### src/rtl/l2_request_arbiter.sv
// l2_request_arbiter: shares the single L2 request port between the L1I
// and L1D miss paths, one transaction outstanding at a time.
// Winner's tag/index/op/wdata are latched on grant and held until l2_ready.
// Optional build macro: L2_ARB_RR_EN selects round-robin tie-break;
// without it L1D always wins a tie.
module l2_request_arbiter #(
  parameter int TAG_W  = 21,
  parameter int IDX_W  = 5,
  parameter int DATA_W = 128
) (
  input  logic              clk,
  input  logic              rst,
  input  logic              req_i_read,
  input  logic [TAG_W-1:0]  req_i_tag,
  input  logic [IDX_W-1:0]  req_i_index,
  output logic              ready_i,
  input  logic              req_d_read,
  input  logic              req_d_write,
  input  logic [TAG_W-1:0]  req_d_tag,
  input  logic [IDX_W-1:0]  req_d_index,
  input  logic [DATA_W-1:0] req_d_wdata,
  output logic              ready_d,
  output logic              l2_read,
  output logic              l2_write,
  output logic [TAG_W-1:0]  l2_tag,
  output logic [IDX_W-1:0]  l2_index,
  output logic [DATA_W-1:0] l2_wdata,
  input  logic              l2_ready,
  output logic [1:0]        grant_o
);

  // State encoding doubles as the one-hot owner code on grant_o.
  localparam logic [1:0] S_IDLE   = 2'b00;
  localparam logic [1:0] S_BUSY_I = 2'b01;
  localparam logic [1:0] S_BUSY_D = 2'b10;
  localparam logic [1:0] S_DONE   = 2'b11;

  logic [1:0]        state_q, state_d;
  logic              last_d_q, last_d_d;   // 1: most recent grant went to L1D
  logic              l2_read_q, l2_read_d;
  logic              l2_write_q, l2_write_d;
  logic [TAG_W-1:0]  tag_q, tag_d;
  logic [IDX_W-1:0]  index_q, index_d;
  logic [DATA_W-1:0] wdata_q, wdata_d;

  logic ri, rd, pick_d, grant_i, grant_d;

  // Arbitration between the two requesters; only consulted in IDLE.
  always_comb begin
    ri = req_i_read;
    rd = req_d_read | req_d_write;
`ifdef L2_ARB_RR_EN
    pick_d = ~last_d_q;
`else
    pick_d = 1'b1;
`endif
    grant_d = rd & (~ri | pick_d);
    grant_i = ri & ~grant_d;
  end

  // Next-state: IDLE -> BUSY_x on grant, BUSY_x -> DONE on l2_ready, DONE -> IDLE.
  always_comb begin
    state_d = state_q;
    case (state_q)
      S_IDLE: begin
        if (grant_i)      state_d = S_BUSY_I;
        else if (grant_d) state_d = S_BUSY_D;
      end
      S_BUSY_I, S_BUSY_D: if (l2_ready) state_d = S_DONE;
      S_DONE:  state_d = S_IDLE;
      default: state_d = S_IDLE;
    endcase
  end

  // Request latch: capture on grant, drop the op when L2 completes.
  always_comb begin
    l2_read_d  = l2_read_q;
    l2_write_d = l2_write_q;
    tag_d      = tag_q;
    index_d    = index_q;
    wdata_d    = wdata_q;
    last_d_d   = last_d_q;
    if (state_q == S_IDLE) begin
      if (grant_i) begin
        l2_read_d  = 1'b1;
        l2_write_d = 1'b0;
        tag_d      = req_i_tag;
        index_d    = req_i_index;
        wdata_d    = '0;
        last_d_d   = 1'b0;
      end else if (grant_d) begin
        // A write-back wins over a concurrent refill; the refill re-arbitrates later.
        l2_read_d  = ~req_d_write;
        l2_write_d = req_d_write;
        tag_d      = req_d_tag;
        index_d    = req_d_index;
        wdata_d    = req_d_write ? req_d_wdata : '0;
        last_d_d   = 1'b1;
      end
    end else if ((state_q == S_BUSY_I || state_q == S_BUSY_D) && l2_ready) begin
      l2_read_d  = 1'b0;
      l2_write_d = 1'b0;
    end else if (state_q == S_DONE) begin
      l2_read_d  = 1'b0;
      l2_write_d = 1'b0;
    end
  end

  // State and latched request; reset abandons any in-flight transaction.
  always_ff @(posedge clk) begin
    if (rst) begin
      state_q    <= S_IDLE;
      last_d_q   <= 1'b1;
      l2_read_q  <= 1'b0;
      l2_write_q <= 1'b0;
      tag_q      <= '0;
      index_q    <= '0;
      wdata_q    <= '0;
    end else begin
      state_q    <= state_d;
      last_d_q   <= last_d_d;
      l2_read_q  <= l2_read_d;
      l2_write_q <= l2_write_d;
      tag_q      <= tag_d;
      index_q    <= index_d;
      wdata_q    <= wdata_d;
    end
  end

  // Outputs: ready is a same-cycle pass-through of l2_ready gated by owner.
  always_comb begin
    ready_i = (state_q == S_BUSY_I) & l2_ready;
    ready_d = (state_q == S_BUSY_D) & l2_ready;
    grant_o = (state_q == S_BUSY_I || state_q == S_BUSY_D) ? state_q : 2'b00;
  end

  assign l2_read  = l2_read_q;
  assign l2_write = l2_write_q;
  assign l2_tag   = tag_q;
  assign l2_index = index_q;
  assign l2_wdata = wdata_q;

endmodule

### config.mk
export PLATFORM = sky130hd
export DESIGN_NAME = l2_request_arbiter
export DESIGN_NICKNAME = d
export VERILOG_FILES = /design/src/rtl/l2_request_arbiter.sv
export SDC_FILE = /design/constraint.sdc
export NUM_CORES = 1
export LEC_CHECK = 0
export BUFFER_PORTS_ARGS = -buffer_cell sky130_fd_sc_hd__buf_2
export CAP_MARGIN = 20
export CELL_PAD_IN_SITES_DETAIL_PLACEMENT = 1
export CELL_PAD_IN_SITES_GLOBAL_PLACEMENT = 2
export CORE_UTILIZATION = 21
export CTS_CLUSTER_DIAMETER = 60
export DETAILED_ROUTE_END_ITERATION = 7
export PLACE_DENSITY = 0.85
export SLEW_MARGIN = 20
export SYNTH_ARGS = -nofsm -noshare
export SYNTH_HDL_FRONTEND = slang
export SYNTH_SLANG_ARGS = --single-unit
### constraint.sdc
create_clock -name clk -period 1.4 [get_ports clk]
set_input_delay 0.14 -clock clk [delete_from_list [all_inputs] [get_ports clk]]
set_output_delay 0.14 -clock clk [all_outputs]
set_load 0.02 [all_outputs]
==> summary.txt <==
status - finished, violations left
failing checks - negative setup slack
max_cap viols - 0
final hold vios - 0
CTS tree - built
initial antenna violation count - 5
crit share post-route - 108%
CP required - 1690 ps
Tightest Pin Transition - 374 ps
CTS clk-pin slew, worst paths - 80 ps
Multi-input gate area - 1950 µm²
VDD IR max - 0.673 mV
DR DRC count - 0
Port Buffers - 345
drt first pass iters - 4
pre-CTS setup slack - -98.9 ps
RePlAce Congestion - 0.731
setup violators final - 148
detailed-route via count - 5834
CP max FO - 9
Avg Inst Size Synth - 12.0 µm²
final WL - 23600 µm
RSZ-0062 raised after global routing - true
most common cell after layout, fill and taps aside - buf_2
P per Cell Area - 1870 nW/µm²
DPL Wire Length - 13100 µm
Setup Skew - 13.1 ps
Synth Warn # - 0
flops & latches, synth - 158
Die H - 161 µm
first-iteration detailed-routing DRC count - 276
Fin Setup TNS - -8950 ps
Logic pwr share - 40.5%
Via density - 4.51
Filler Cells Inserted - 2751
clk root buf - clkbuf_16
Final WS setup - -111 ps
core area - 24500 µm²
first-pass GRT wire length - 35500 µm
Worst EP arrival - 1810 ps
Seq. cell area - 3170 µm²
Relative slew margins - 75.1%
WS Path Type - flop to flop
share of cells above drive strength 1 - 45.0%
Mapped Nets - 632
leakage - 0.00472 µW
P_int - 11900 µW
Reg power frac - 32.3%
initial core utilization - 21.6%
vias in the first global route - 6553
Area growth, synth to finish - 88.3%
min cycle time layout - 1510 ps
H-tree Lvls - 4
post-synth cell types - 27
Layout Nets - 1143
GRT Util Overall - 17.3%
worst hold-check path type - input pin to flop
number of I/O pins - 346
chip width - 161 µm
Clk pwr share - 27.2%
DIE AREA - 25900 µm²
critical path launch point type - flop
TritonCTS buffer count - 17
cell area after synthesis - 5300 µm²
gr ovfl total - 0
NetSw - 6760 µW
highest-count cells in the layout ignoring fill and taps - 341 x buf_2, 156 x dfxtp_1, 152 x dlygate4sd3_1
Pwr Total - 18700 µW
Sw Share - 36.2%
Seq/Total Area, Yosys - 59.7%
DR WL/cell - 18.2 µm
Antenna Violating Nets Remaining - 0
Max Slew Vio Count - 0
fmax - 662 MHz
synthesized instance count - 440
row count - 57
maximum buffer depth of the clock tree - 2
critical path capture point type - flop
clock net sink count - 158
largest net degree at the start of global routing - 67
clk_lat worst skew - 420 ps
==> power groups by stage <==
stage | sequential (µW) | combinational [µW] | clock [µW]
after floorplan | 7210 | 2830 | 0
after global placement | 6040 | 5980 | 0
after detailed placement | 6050 | 6070 | 0
after CTS | 5980 | 6810 | 5210
after global routing | 6150 | 8060 | 5430
final | 6040 | 7550 | 5080
==> layer usage <==
metal  global-route usage [%]  share of wire [%]  wire [µm]
met4                     7.80                3.3        781
met2                     32.0                 52      12300
met1                     18.3                 39       9190
met3                     4.57                5.4       1280
met5                        0                  0          0
==> state kept, by name, indices dropped and copies added (netlist names) <==
signal,count
l2_write,1
l2_wdata,128
l2_read,1
l2_index,5
l2_tag,21
state_q,2
==> cells by family after synthesis <==
logic type / count (synthesis) / share of synthesized area [%]
adder cells (fa/ha/maj): 6 / 1.42
AND/OR/NAND/NOR: 67 / 7.93
AO/OA/AOI/OAI: 164 / 25.4
flip-flops: 158 / 59.7
buffers and inverters: 45 / 5.53
==> synth_stat cells <==
cell,n,area [µm²]
nor2b_1,1,6.26
nor3_1,26,130
buf_6,14,158
a22oi_1,1,7.51
ha_1,6,75.1
o31a_1,1,8.76
nand2_1,2,7.51
nor2_1,3,11.3
clkbuf_1,18,67.6
nor3b_1,27,203
nand2b_1,2,12.5
and2_1,2,12.5
a211oi_1,1,7.51
a211o_1,1,8.76
o22ai_1,27,169
buf_4,2,15.0
nand4bb_1,1,11.3
o21ai_0,3,15.0
inv_1,2,7.51
dfxtp_1,158,3160
a21oi_1,2,10.0
nor4b_1,1,8.76
buf_2,8,40.0
nor2_2,1,6.26
nor2_4,1,11.3
a22o_1,128,1120
clkbuf_2,1,5.00
==> area by class of cell <==
cell class              count  share of cell area (%)
diodes                      5                   0.125
clock buffers              18                    4.30
inverters                   2                  0.0753
multi-input cells         237                    19.5
flip-flops and latches    158                    31.7
clock inverters            14                    2.01
well taps                 324                    4.06
repair buffers            535                    38.2
==> stage by stage <==
step                hold WS, ps  cells  instance area, µm²  utilization [%]
floorplan                   273    440                5320                -
global placement            355   1094                7470             30.4
CTS                       0.440   1280                9770             39.8
global route               14.4   1293                9980             40.7
detailed placement          360   1094                7470             30.4
finish                     8.60   1293                9980             40.7
==> worst paths after layout <==
kind,from,end,slack [ps],depth (start not counted)
min reg2reg,l2_wdata[42]$_SDFFE_PP0P_,l2_wdata[42]$_SDFFE_PP0P_,470,1
max reg2reg,state_q[0]$_SDFFE_PP0P_,l2_wdata[32]$_SDFFE_PP0P_,-110,7
min,req_i_tag[14],l2_tag[14]$_SDFFE_PP0P_,9,3
max,state_q[0]$_SDFFE_PP0P_,l2_wdata[32]$_SDFFE_PP0P_,-110,7
==> critical path, stage by stage (launching register included) <==
cell	delay, ps
dfxtp_2	320
inv_2	80
ha_4	160
o31a_1	250
nor2_4	70
buf_12	160
buf_12	140
a22o_1	190
==> repair_timing <==
item / 4_1_cts / 5_1_grt
pin swaps: 46 / 16
setup buffers: 0 / 4
resized for setup: 34 / 16
cloned: 3 / 3
endpoints found under the setup margin: 98 / 161
hold buffers: 151 / 1
endpoints found under the hold margin: 151 / 1
No activity file was read; power rests on OpenSTA's default activity.
